<file path="src/rtl/fp8_pkg.sv">
// fp8_pkg: field layout and FSM states shared by the fp8 converter and adder.
// Word layout {sign, exp[2:0], frac[3:0]}.
package fp8_pkg;

  localparam int SIGN_BIT     = 7;
  localparam int EXP_MSB      = 6;
  localparam int EXP_LSB      = 4;
  localparam int FRAC_W       = 4;
  localparam int EXP_W        = 3;
  localparam int DEFAULT_BIAS = 3;

  typedef enum logic [1:0] {
    IDLE,
    SHIFT,
    DONE
  } state_t;

endpackage

</file>
<file path="src/rtl/fp8_unpack.sv">
// fp8_unpack: splits an fp8 word into sign, exponent and hidden-one mantissa.
// Purely combinational; shared with the float adder.
module fp8_unpack
  import fp8_pkg::*;
(
  input  logic [7:0]        fp_in,
  output logic              is_zero,
  output logic              sign,
  output logic [EXP_W-1:0]  exp,
  output logic [FRAC_W:0]   mant
);

  assign is_zero = (fp_in[EXP_MSB:0] == '0);
  assign sign    = fp_in[SIGN_BIT];
  assign exp     = fp_in[EXP_MSB:EXP_LSB];
  assign mant    = {1'b1, fp_in[FRAC_W-1:0]};

endmodule

</file>
<file path="src/rtl/fp8_to_fixed.sv">
// fp8_to_fixed: iterative fp8 -> signed fixed-point, one shift per clock.
// FP8_DEC_SAT_EN adds an ovf port and saturates instead of wrapping.
module fp8_to_fixed
  import fp8_pkg::*;
#(
  parameter int OUT_W     = 16,
  parameter int FRAC_BITS = 8,
  parameter int BIAS      = DEFAULT_BIAS
) (
  input  logic             clk,
  input  logic             rst_n,
  input  logic             in_valid,
  output logic             in_ready,
  input  logic [7:0]       fp_in,
  output logic             out_valid,
  input  logic             out_ready,
  output logic [OUT_W-1:0] fix_out
`ifdef FP8_DEC_SAT_EN
  ,
  output logic             ovf
`endif
);

  localparam int MAG_W = FRAC_BITS - BIAS + 8;
  localparam int SH    = FRAC_BITS - FRAC_W - BIAS;

  if (FRAC_BITS < BIAS + 4) begin : g_bad_frac
    $error("FRAC_BITS must be >= BIAS+4");
  end

  state_t           state, state_n;
  logic [MAG_W-1:0] mag, mag_n;
  logic [EXP_W-1:0] cnt, cnt_n;
  logic             sign, sign_n;
  logic [OUT_W-1:0] fix_n;
  logic             ov_n;
  logic [OUT_W-1:0] res;

  logic             u_zero;
  logic             u_sign;
  logic [EXP_W-1:0] u_exp;
  logic [FRAC_W:0]  u_mant;

  fp8_unpack u_unpack (
    .fp_in   (fp_in),
    .is_zero (u_zero),
    .sign    (u_sign),
    .exp     (u_exp),
    .mant    (u_mant)
  );

  assign in_ready = (state == IDLE);

`ifdef FP8_DEC_SAT_EN
  localparam int W = MAG_W + OUT_W;
  localparam logic [W-1:0] SAT_MAX =
    W'((64'd1 << (OUT_W - 1)) - 64'd1);

  logic             big;
  logic             ovf_n;
  logic [OUT_W-1:0] mag_o;

  always_comb begin
    mag_o = OUT_W'(mag);
    big   = (W'(mag) > SAT_MAX);
    if (big) mag_o = OUT_W'(SAT_MAX);
    res   = sign ? -mag_o : mag_o;
  end
`else
  logic [OUT_W-1:0] mag_o;

  // Truncation commutes with negation, so wrapping is just the low bits.
  always_comb begin
    mag_o = OUT_W'(mag);
    res   = sign ? -mag_o : mag_o;
  end
`endif

  always_comb begin
    state_n = state;
    mag_n   = mag;
    cnt_n   = cnt;
    sign_n  = sign;
    fix_n   = fix_out;
    ov_n    = out_valid;
`ifdef FP8_DEC_SAT_EN
    ovf_n   = ovf;
`endif
    unique case (state)
      IDLE: begin
        if (in_valid) begin
          state_n = SHIFT;
          if (u_zero) begin
            mag_n  = '0;
            cnt_n  = '0;
            sign_n = 1'b0;
          end else begin
            mag_n  = {{(MAG_W-FRAC_W-1){1'b0}}, u_mant} << SH;
            cnt_n  = u_exp;
            sign_n = u_sign;
          end
        end
      end
      SHIFT: begin
        if (cnt != '0) begin
          mag_n = mag << 1;
          cnt_n = cnt - 1'b1;
        end else begin
          fix_n   = res;
          ov_n    = 1'b1;
          state_n = DONE;
`ifdef FP8_DEC_SAT_EN
          ovf_n   = big;
`endif
        end
      end
      DONE: begin
        if (out_ready) begin
          ov_n    = 1'b0;
          state_n = IDLE;
        end
      end
      default: state_n = IDLE;
    endcase
  end

  always_ff @(posedge clk or negedge rst_n) begin
    if (!rst_n) begin
      state     <= IDLE;
      mag       <= '0;
      cnt       <= '0;
      sign      <= 1'b0;
      fix_out   <= '0;
      out_valid <= 1'b0;
`ifdef FP8_DEC_SAT_EN
      ovf       <= 1'b0;
`endif
    end else begin
      state     <= state_n;
      mag       <= mag_n;
      cnt       <= cnt_n;
      sign      <= sign_n;
      fix_out   <= fix_n;
      out_valid <= ov_n;
`ifdef FP8_DEC_SAT_EN
      ovf       <= ovf_n;
`endif
    end
  end

endmodule

</file>
<file path="config.mk">
export PLATFORM = sky130hd
export DESIGN_NAME = fp8_to_fixed
export DESIGN_NICKNAME = d
export VERILOG_FILES = /design/src/rtl/fp8_pkg.sv /design/src/rtl/fp8_unpack.sv /design/src/rtl/fp8_to_fixed.sv
export SDC_FILE = /design/constraint.sdc
export NUM_CORES = 1
export LEC_CHECK = 0
export CAP_MARGIN = 20
export CORE_ASPECT_RATIO = 0.5
export CORE_MARGIN = 4
export CORE_UTILIZATION = 29
export CTS_CLUSTER_SIZE = 25
export DETAILED_ROUTE_END_ITERATION = 12
export PLACE_DENSITY = 0.5
export RECOVER_POWER = 50
export SETUP_SLACK_MARGIN = 0.5
export SLEW_MARGIN = 5
export SYNTH_ARGS = -nofsm -noshare
export SYNTH_HDL_FRONTEND = slang
export SYNTH_SLANG_ARGS = --single-unit
</file>
<file path="constraint.sdc">
create_clock -name clk -period 1.6 [get_ports clk]
set_input_delay 0.16 -clock clk [delete_from_list [all_inputs] [get_ports clk]]
set_output_delay 0.16 -clock clk [all_outputs]
set_load 0.1 [all_outputs]
</file>
==> flow_summary.toml <==
[synth]
syn_area_per_cell_um2 = 9.37
ys_async_sr_fraction_pct = 100
syn_area_um2 = 1700
ys_seq_area_share_pct = 50.1
synth_edf_count = 0
syn_inst = 181
synth_nets = 196
synthFlopType = "dfrtp_1"
ys_warn_count = 0
synth_cell_types = 34
ys_seq_elements = 34

[finish]
area_delta_synth_final_pct = 88.4
post-route-util_pct = 57.5
drive_gt1_share_pct = 57.9
fin_nets = 274
diodes = 0
instances_no_fill = 332
layout_common_cells = "31 x dfrtp_1, 31 x buf_4, 19 x buf_12"

[sta]
fmax_mhz = 590
finalSetupViolCount = 14
post-route-period-util_pct = 106
max_slew_margin_pct = 42.1
slew_viol_final = 0
rsz0062_at_grt = "yes"
hold_slack_ns = 0.185
hold_violations = 0
tightest_slew_ns = 0.868
fin_crit_ns = 1.70
finalWorstSetupSlack_ns = -0.0955
finClkSkew_ns = 0.00363

[place]
dp_cells = 303
dp_slack_ns = -0.278
port_buffers = 28
dp_hpwl_um = 3060
routabilityCongestion = 0.775

[grt]
grt_pass1_wl_um = 7330
grt_overflow = 0
grt_max_degree = 35
antenna_found_initial = 0
grt_usage_pct = 13.1
grt_pass1_vias = 1548

[floorplanning]
rows = 19
die_x_um = 116
pin_count = 30
die-height_um = 62.1
initial_core_util_pct = 30.5
fp.dieArea_um2 = 7210
core_um2 = 5560

[clock_tree]
cts_root_buf = "clkbuf_16"
clockBufferDepth = 2
clk_pin_slew_worst_paths_ns = 0.05
htreeDepth = 2
clkSinkCount = 34
numCtsBuffers = 5
tritoncts = "yes"
hold_buffers = 0
insertion_delay_ns = 0.27

[run]
cap_violations = 0

[drt]
drc = 0
ant_nets = 0
dr.pass1.iters = 4
vias_per_cell = 4.70
via_count = 1559
wire_per_inst_um = 13.4
drt-initial-drc-count = 35
drt_wl_total_um = 4460

[setup_path]
cp_max_fo = 7
reg2regPathDepth = 5
cp.required_ns = 1.76
path_class = "reg -> reg"
timing.rr.start = "mag[6]$_DFFE_PN0P_"
crit_start = "mag[6]$_DFFE_PN0P_"
reg2reg_setup_slack_ns = -0.1
reg2reg_to = "fix_out[11]$_DFFE_PN0P_"
crit_path_end_kind = "register"
critical_path_arrival_ns = 1.86
startpoint_type = "register"

[min_path]
min_path_cells = 2
min_from = "fp_in[0]"
hold_end = "mag[1]$_DFFE_PN0P_"
hp-class = "in -> reg"

[status]
violations = "negative setup slack"
status = "complete, but fails checks"
[worst max-delay path: stages, from the launching register on]
cell and delay (ns):
dfrtp_1 0.36, or4_1 0.53, buf_6 0.17, o41ai_4 0.28
xor2_1 0.17, o21ai_1 0.07
[metal layers]
layer	track usage, %	share of wire, %	wire [µm]	vias to the layer above
met4	3.47	1.2	53	0
li1	-	-	-	769
met1	16.8	47	2080	763
met5	0	0	0	-
met3	3.00	3.5	158	5
met2	23.1	49	2170	22
[cells by family (layout without fill, tap and decap cells)]
family | after synthesis | after routing | share of synthesized area [%]
adders and majority gates | 3 | 3 | 2.21
AOI/OAI and AO/OA | 49 | 49 | 18.9
xor gates and xnor gates | 10 | 10 | 5.16
other | 1 | 1 | 0.221
buffers and inverters | 18 | 96 | 4.72
DFF | 34 | 34 | 50.1
and+or+nand+nor | 63 | 63 | 16.9
muxes | 3 | 3 | 1.77
[per-stage QoR]
stage / cell area, µm² / setup TNS, ns
2_1_floorplan: 1780 / -0.457
3_3_place_gp: 2470 / -0.970
3_5_place_dp: 2470 / -1.62
4_1_cts: 2890 / -0.607
5_1_grt: 3200 / -1.80
6_report: 3200 / -0.615
[Yosys cell counts, types with 2 or more instances]
cell | count | area [µm²]
o21ai_1 | 23 | 115
o21ai_0 | 8 | 40.0
mux2i_1 | 3 | 30.0
clkbuf_1 | 7 | 26.3
dfrtp_1 | 34 | 851
ha_1 | 3 | 37.5
nor4_1 | 2 | 12.5
or4_1 | 4 | 30.0
nand2b_1 | 3 | 18.8
a21oi_1 | 5 | 25.0
nor2b_1 | 2 | 12.5
a21o_1 | 4 | 30.0
o31ai_2 | 2 | 25.0
inv_1 | 7 | 26.3
xor2_1 | 9 | 78.8
nor2_1 | 8 | 30.0
o31ai_1 | 2 | 15.0
nand2_1 | 39 | 146
[state kept, by name (all words and copies together), names as in the netlist]
name / flops
cnt: 3
fix_out: 15
mag: 12
out_valid: 1
sign: 1
state: 2
[how the worst max path moves through the flow]
stage | cells past startpoint | end | slack [ns]
6_report | 5 | fix_out[11]$_DFFE_PN0P_ | -0.1
3_5_place_dp | 6 | mag[5]$_DFFE_PN0P_ | -0.28
4_1_cts | 5 | fix_out[8]$_DFFE_PN0P_ | -0.09
3_3_place_gp | 6 | mag[5]$_DFFE_PN0P_ | -0.18
5_1_grt | 5 | fix_out[11]$_DFFE_PN0P_ | -0.18
2_1_floorplan | 5 | fix_out[13]$_DFFE_PN0P_ | -0.09
[what timing repair did]
action	in CTS	in global routing
setup endpoints to repair	35	35
endpoints found under the hold margin	0	0
buffers inserted	7	13
resized for setup	63	59
pin swaps	25	22
gates cloned	2	0
[final cells by class]
cell class	count	area, µm²
fill	490	2370
multi-input combinational	129	1120
timing repair buffer	82	963
sequential	34	855
clock buffer	7	143
tap	73	91.3
inverter	7	26.3
Power is not shown: default switching activity piles up to over one toggle a cycle in this logic, so the estimate is an artifact.
